===== src/rtl/stopwatch_upcnt.sv =====
// stopwatch_upcnt: four-digit BCD stopwatch with prescaler, lap display and
// a three-state control FSM (IDLE / RUNNING / PAUSED).
//
// Build option: define STOPWATCH_SAT_EN to make the count saturate at 9999
// (no wrap, no CO, FSM drops to PAUSED). Default build wraps 9999 -> 0000
// and pulses CO for one cycle.
//
// Input qualification: EN is a plain per-cycle strobe with no back-pressure;
// it is consumed on every rising CLOCK edge where it is high and the FSM is
// RUNNING, and dropped otherwise. START/STOP/CLR/LAP are levels sampled on
// every edge, resolved in priority CLR > STOP > START > LAP.
//
// dbg_state exposes the FSM encoding (0 IDLE, 1 RUNNING, 2 PAUSED) so that
// checkers can distinguish IDLE from PAUSED, which RUN alone cannot.

module stopwatch_upcnt #(
  parameter int DIV = 10
) (
  input  logic        CLOCK,
  input  logic        RESET,
  input  logic        EN,
  input  logic        START,
  input  logic        STOP,
  input  logic        CLR,
  input  logic        LAP,
  output logic [15:0] CNT,
  output logic [15:0] DISP,
  output logic        RUN,
  output logic        CO,
  output logic        LAPV,
  output logic [1:0]  dbg_state
);

  typedef enum logic [1:0] {
    S_IDLE    = 2'd0,
    S_RUNNING = 2'd1,
    S_PAUSED  = 2'd2
  } state_t;

  // Terminal prescaler value; with DIV=1 every qualified EN increments.
  localparam logic [3:0] PRE_LAST = 4'(DIV - 1);

  state_t      state;
  state_t      state_nxt;

  logic [15:0] cnt;
  logic [15:0] lap_reg;
  logic [3:0]  pre;
  logic        co;
  logic        lapv;
  logic        lap_q;

  logic        lap_rise;
  logic        cmd_lap;
  logic        en_run;
  logic        tick;
  logic        at_max;

  // One decimal step with ripple carry through all four digits in one cycle.
  function automatic logic [15:0] bcd_inc(input logic [15:0] v);
    logic [15:0] r;
    logic        carry;
    r     = v;
    carry = 1'b1;
    for (int i = 0; i < 4; i++) begin
      if (carry) begin
        if (v[i*4 +: 4] == 4'd9) begin
          r[i*4 +: 4] = 4'd0;
        end else begin
          r[i*4 +: 4] = v[i*4 +: 4] + 4'd1;
          carry       = 1'b0;
        end
      end
    end
    return r;
  endfunction

  // LAP acts only on a rising edge and only when no higher-priority command
  // is present in the same cycle.
  assign lap_rise = LAP & ~lap_q;
  assign cmd_lap  = lap_rise & ~CLR & ~STOP & ~START;

  // EN is only meaningful while RUNNING; tick marks a prescaler roll-over.
  assign en_run = (state == S_RUNNING) & EN;
  assign tick   = en_run & (pre == PRE_LAST);
  assign at_max = (cnt == 16'h9999);

  // FSM state register.
  always_ff @(posedge CLOCK or posedge RESET) begin
    if (RESET) begin
      state <= S_IDLE;
    end else begin
      state <= state_nxt;
    end
  end

  // FSM next-state logic: CLR beats STOP beats START.
  always_comb begin
    state_nxt = state;
    if (CLR) begin
      state_nxt = S_IDLE;
    end else if (STOP) begin
      if (state == S_RUNNING) begin
        state_nxt = S_PAUSED;
      end
    end else if (START) begin
      if (state != S_RUNNING) begin
        state_nxt = S_RUNNING;
      end
    end
`ifdef STOPWATCH_SAT_EN
    // An increment attempted at 9999 parks the stopwatch.
    if (!CLR && tick && at_max) begin
      state_nxt = S_PAUSED;
    end
`endif
  end

  // FSM and datapath outputs; DISP selection is purely combinational.
  always_comb begin
    RUN       = (state == S_RUNNING);
    dbg_state = state;
    CNT       = cnt;
    CO        = co;
    LAPV      = lapv;
    DISP      = lapv ? lap_reg : cnt;
  end

  // Prescaler and BCD count; CLR clears both and wins over any increment.
  always_ff @(posedge CLOCK or posedge RESET) begin
    if (RESET) begin
      pre <= 4'd0;
      cnt <= 16'h0000;
    end else if (CLR) begin
      pre <= 4'd0;
      cnt <= 16'h0000;
    end else if (en_run) begin
      if (pre == PRE_LAST) begin
        pre <= 4'd0;
`ifdef STOPWATCH_SAT_EN
        if (!at_max) begin
          cnt <= bcd_inc(cnt);
        end
`else
        cnt <= bcd_inc(cnt);
`endif
      end else begin
        pre <= pre + 4'd1;
      end
    end
  end

  // Carry-out pulse for the cycle after a 9999 -> 0000 wrap.
  always_ff @(posedge CLOCK or posedge RESET) begin
    if (RESET) begin
      co <= 1'b0;
    end else begin
`ifdef STOPWATCH_SAT_EN
      co <= 1'b0;
`else
      co <= tick & at_max & ~CLR;
`endif
    end
  end

  // LAP edge history, lap register and lap-valid flag.
  always_ff @(posedge CLOCK or posedge RESET) begin
    if (RESET) begin
      lap_q   <= 1'b0;
      lap_reg <= 16'h0000;
      lapv    <= 1'b0;
    end else begin
      lap_q <= LAP;
      if (CLR) begin
        lapv <= 1'b0;
      end else if (cmd_lap) begin
        if (lapv) begin
          lapv <= 1'b0;
        end else if (state == S_RUNNING) begin
          lap_reg <= cnt;
          lapv    <= 1'b1;
        end
      end
    end
  end

endmodule


===== config.mk =====
export PLATFORM = sky130hd
export DESIGN_NAME = stopwatch_upcnt
export DESIGN_NICKNAME = d
export VERILOG_FILES = /design/src/rtl/stopwatch_upcnt.sv
export SDC_FILE = /design/constraint.sdc
export NUM_CORES = 1
export LEC_CHECK = 0
export ABC_AREA = 1
export CORE_MARGIN = 8
export CORE_UTILIZATION = 50
export CTS_BUF_LIST = sky130_fd_sc_hd__clkbuf_2
export CTS_CLUSTER_SIZE = 8
export DETAILED_ROUTE_END_ITERATION = 6
export PLACE_DENSITY_LB_ADDON = 0.15
export SETUP_SLACK_MARGIN = 0.4
export SLEW_MARGIN = 20
export SYNTH_ARGS = -nofsm -noshare
export SYNTH_HDL_FRONTEND = slang
export SYNTH_SLANG_ARGS = --single-unit

===== constraint.sdc =====
create_clock -name CLOCK -period 2.08 [get_ports CLOCK]
set_clock_uncertainty 0.1 [all_clocks]
set_input_delay 0.312 -clock CLOCK [delete_from_list [all_inputs] [get_ports CLOCK]]
set_output_delay 0.312 -clock CLOCK [all_outputs]
set_load 0.1 [all_outputs]

Word level (Yosys, flattened, before mapping) --
Cells that the tools add are included.
Storage, ports and cells: register bits after elaboration 41, output and inout port bits 37, word-level logic and storage cells 88
Cells by class: add/subtract/negate cells 5, eq/ne operators 9, multiplexer cells 37, bitwise operators 13, reduce and logical (&&, ||, !) cells 14
Operators with widths (number):
- 2-to-1 mux 16 bit | 4
- 2-to-1 mux 4 bit | 10
- adder 4 x 1 -> 4 bit, second input constant | 5
- == test 4 bit, second input constant | 5
- 2-to-1 mux 1 bit | 18
- == test 16 bit, second input constant | 1
- AND reduction 3 bit | 4
- nonzero test 2 bit | 6
- 2-to-1 mux 2 bit | 5
- bitwise AND 1 bit | 8
- nonzero test 3 bit | 2
- inverter 1 bit | 5
- AND reduction 4 bit | 1
- inequality test 3 x 2 -> 1 bit, second input constant | 1
- == test 2 x 1 -> 1 bit, second input constant | 1
- inequality test 2 x 1 -> 1 bit, second input constant | 1
- AND reduction 2 bit | 1

Depth between registers and ports, before layout --
depth after elaboration 17, gate-level depth with buffers 10, gate-level depth less buffers 10

Worst setup path after synthesis --
No wires, ideal clock.
path type reg-to-output, from register cnt[6] (netlist: CNT[6]), to output port DISP[6], arrival time 3.292 ns, required time 1.668 ns, setup slack -1.624 ns, cell stages (with the launch flop) 3, buffers on the path 0, cells stage by stage dfrtp_1 > inv_1 > o21ai_0
Between the ends: longest elaborated chain between the ends 1
Ends and longest elaborated chain:
- start: declaration | line 46 | logic [15:0] cnt;
- start signal: assignment | line 145 | cnt <= bcd_inc(cnt);
- 2-to-1 mux 16 bit | line 126 | DISP = lapv ? lap_reg : cnt;
- end: declaration | line 27 | output logic [15:0] DISP,
No other way between the ends.

Final worst setup path --
from register lapv (netlist: LAPV), to output port DISP[8]
Between the ends: longest elaborated chain between the ends 1
Ends and longest elaborated chain:
- start: declaration | line 50 | logic lapv;
- start signal: assignment | line 171 | lapv <= 1'b0;
- start signal: assignment | line 175 | lapv <= 1'b0;
- start signal: assignment | line 178 | lapv <= 1'b0;
- 2-to-1 mux 16 bit | line 126
No other way between the ends.

==> metrics.yaml <==
drc: 0
tightest_slew_ns: 0.532
synth.net_count: 311
die_height_um: 82.7
timing.hold.worst.class: "in -> async"
placed_cells_incl_taps: 390
fin_setup_tns_ns: 0
critPathCaptureType: "primary output"
final_antenna_net_count: 0
timing.final.crit_share_pct: 95.0
relative_slew_slack_pct: 64.6
finalCriticalPeriod_ns: 1.98
design.die.area_mm2: 0.00684
synth.yosys.seq_area_share_pct: 46.1
cap_violations: 0
power.density_cell_area_mw_per_mm2: 771
nets: 383
track_usage_pct: 20.1
antenna_cells_inserted: 0
core.rowCount: 24
via_count_of_the_first_global_routing_pass: 2176
viasPerCell: 5.63
floorplan.io_pins: 44
cts.root.buffer_cell: "sky130_fd_sc_hd__clkbuf_2"
count_of_final_hold_check_violations: 0
layout_stage_area_growth_over_the_synthesis_result_pct: 64.3
synth_seq_cells: 41
grt_max_degree: 42
leakagePower_nw: 1.85
grt-ovfl-total: 0
grt_setup_unrepaired: "yes"
h_tree_levels: 2
initial_utilization_pct: 51.4
top_library_cells_by_usage_in_the_layout_fill_and_taps_aside: "sky130_fd_sc_hd__nand2_1, sky130_fd_sc_hd__buf_4, sky130_fd_sc_hd__dfrtp_1, sky130_fd_sc_hd__buf_12, sky130_fd_sc_hd__inv_1"
ys.warnings.count: 0
power_mw: 2.82
crit_chain: "buf_12 -> buf_8 -> nand2_4 -> o21ai_4 -> buf_12"
critical_path.most_common_cell: "sky130_fd_sc_hd__buf_12"
num_cts_buffers: 5
outcome: "complete, no violations"
drtIter0Drc: 189
syn-mean-instance-area_um2: 7.51
clkTransAtPathRegs_ns: 0.21
hpwlAfterDp_um: 4090
antenna_violations_before_repair: 0
clock_sink_count: 41
arrival_time_worst_endpoint_ns: 1.56
core-area_mm2: 0.00432
fmaxAchievable_ghz: 0.506
finalNonFillerCells: 421
synthesized_area_mm2: 0.00222
cts_tree: "built"
commonest_non_fill_non_tap_cell_in_the_layout: "sky130_fd_sc_hd__nand2_1"
drt_pass1_iterations: 5
post_drt_wl_per_cell_um: 17.0
cts.path.max_buffers: 2
layout.filler_cells: 222
insertion_delay_ns: 0.43
placement.io_buffers: 43
post_cts_hold_buffer_count: 0
worstSetupPathDepth: 5
die_x_um: 82.7
cp.required_ns: 1.67
postSynthCellCount: 296
worst-path-max-fanout: 4
postRouteWirelength_um: 7160
cell_family_with_most_cp_delay: "flip-flops"
yosysUniqueCellTypes: 23
worst-path-buf-inv: 3
drive_above_1_share_pct: 41.5
final_max_slew_viol_count: 0
routed-via-count: 2371
setup.worst_path.class: "reg -> out"
grt_pass1_wl_um: 10600
critical-path-slowest-cell: "sky130_fd_sc_hd__dfrtp_4"
critPathLaunchType: "flop"
timing.reg2reg.worst_path_depth: 8
crit_path_max_incr_delay_ns: 0.57
finalWeightedCongestion: 0.794
ir_drop_mv: 0.716
final-setup-viol-count: 0
==> cells by family (layout without fill, tap and decap cells) <==
family,after synthesis,count (layout),synth area share [%]
and+or+nand+nor,175,175,33.0
xor gates and xnor gates,6,6,2.36
adders and majority gates,8,8,4.50
AOI/OAI and AO/OA,31,31,7.15
DFF,41,41,46.1
buffers and inverters,35,108,6.81
==> metal layers <==
layer / track usage (%) / share of wire (%)
met1: 24.9 / 41
met3: 4.55 / 5.9
met5: 0 / 0
met2: 34.0 / 51
met4: 5.86 / 2.5
==> worst paths after layout <==
path | from | to | slack, ns
setup reg to reg | CNT[1] | CNT[6] | 0.31
hold / removal | RESET | LAPV | 0.20
hold reg to reg | lap_reg[13] | lap_reg[13] | 0.40
min in group CLOCK | LAP | lap_q | 0.24
max in group asynchronous | RESET | CNT[13] | 1.26
setup / recovery | LAPV | DISP[8] | 0.10
==> per-stage QoR <==
stage,util [%],cell area [µm²],hold WS (ns),setup slack [ns]
3_5_place_dp,72.7,3140,0.358,0.197
5_1_grt,84.5,3650,0.206,0.0469
6_report,84.5,3650,0.204,0.105
4_1_cts,79.0,3420,0.217,0.140
2_1_floorplan,-,2560,0.243,0.189
3_3_place_gp,72.7,3140,0.353,0.246
==> tightest hold or removal path, cell delays in order <==
cell	delay, ns
sky130_fd_sc_hd__clkdlybuf4s50_1	0.40
sky130_fd_sc_hd__inv_1	0.06
sky130_fd_sc_hd__buf_4	0.44
==> synthesized netlist by cell type <==
master | instances | area (µm²)
sky130_fd_sc_hd__a21oi_1 | 2 | 10.0
sky130_fd_sc_hd__buf_2 | 2 | 10.0
sky130_fd_sc_hd__buf_6 | 2 | 22.5
sky130_fd_sc_hd__clkbuf_1 | 3 | 11.3
sky130_fd_sc_hd__dfrtp_1 | 41 | 1030
sky130_fd_sc_hd__ha_1 | 8 | 100
sky130_fd_sc_hd__inv_1 | 27 | 101
sky130_fd_sc_hd__inv_4 | 1 | 6.26
sky130_fd_sc_hd__nand2_1 | 119 | 447
sky130_fd_sc_hd__nand2_2 | 1 | 6.26
sky130_fd_sc_hd__nand3_1 | 19 | 95.1
sky130_fd_sc_hd__nand3_2 | 1 | 10.0
sky130_fd_sc_hd__nand4_1 | 9 | 56.3
sky130_fd_sc_hd__nor2_1 | 20 | 75.1
sky130_fd_sc_hd__nor2_2 | 3 | 18.8
sky130_fd_sc_hd__nor3_1 | 2 | 10.0
sky130_fd_sc_hd__nor3_4 | 1 | 16.3
sky130_fd_sc_hd__o21ai_0 | 26 | 130
sky130_fd_sc_hd__o21ai_1 | 1 | 5.00
sky130_fd_sc_hd__o22ai_1 | 1 | 6.26
sky130_fd_sc_hd__o31ai_1 | 1 | 7.51
sky130_fd_sc_hd__xnor2_1 | 3 | 26.3
sky130_fd_sc_hd__xor2_1 | 3 | 26.3
==> power breakdown <==
part	internal (mW)	switching (mW)	total (mW)
clock	0.0989	0.261	0.360
sequential	0.891	0.124	1.01
combinational	0.449	0.995	1.44
==> timing repair <==
action	in CTS	in global routing
resized for setup	30	43
cloned	0	1
endpoints found under the setup margin	22	60
endpoints found under the hold margin	0	0
pin swaps	10	11
buffers inserted	14	8
==> layout make-up <==
cell class	count	area [µm²]	share of cell area (%)
repair buffers	72	902	24.7
multi-input cells	220	1430	39.1
inverters	28	124	3.39
well taps	52	65.1	1.78
clock buffers	8	40.0	1.10
flip-flops and latches	41	1090	29.9
Power figures use the tool's default switching activity.
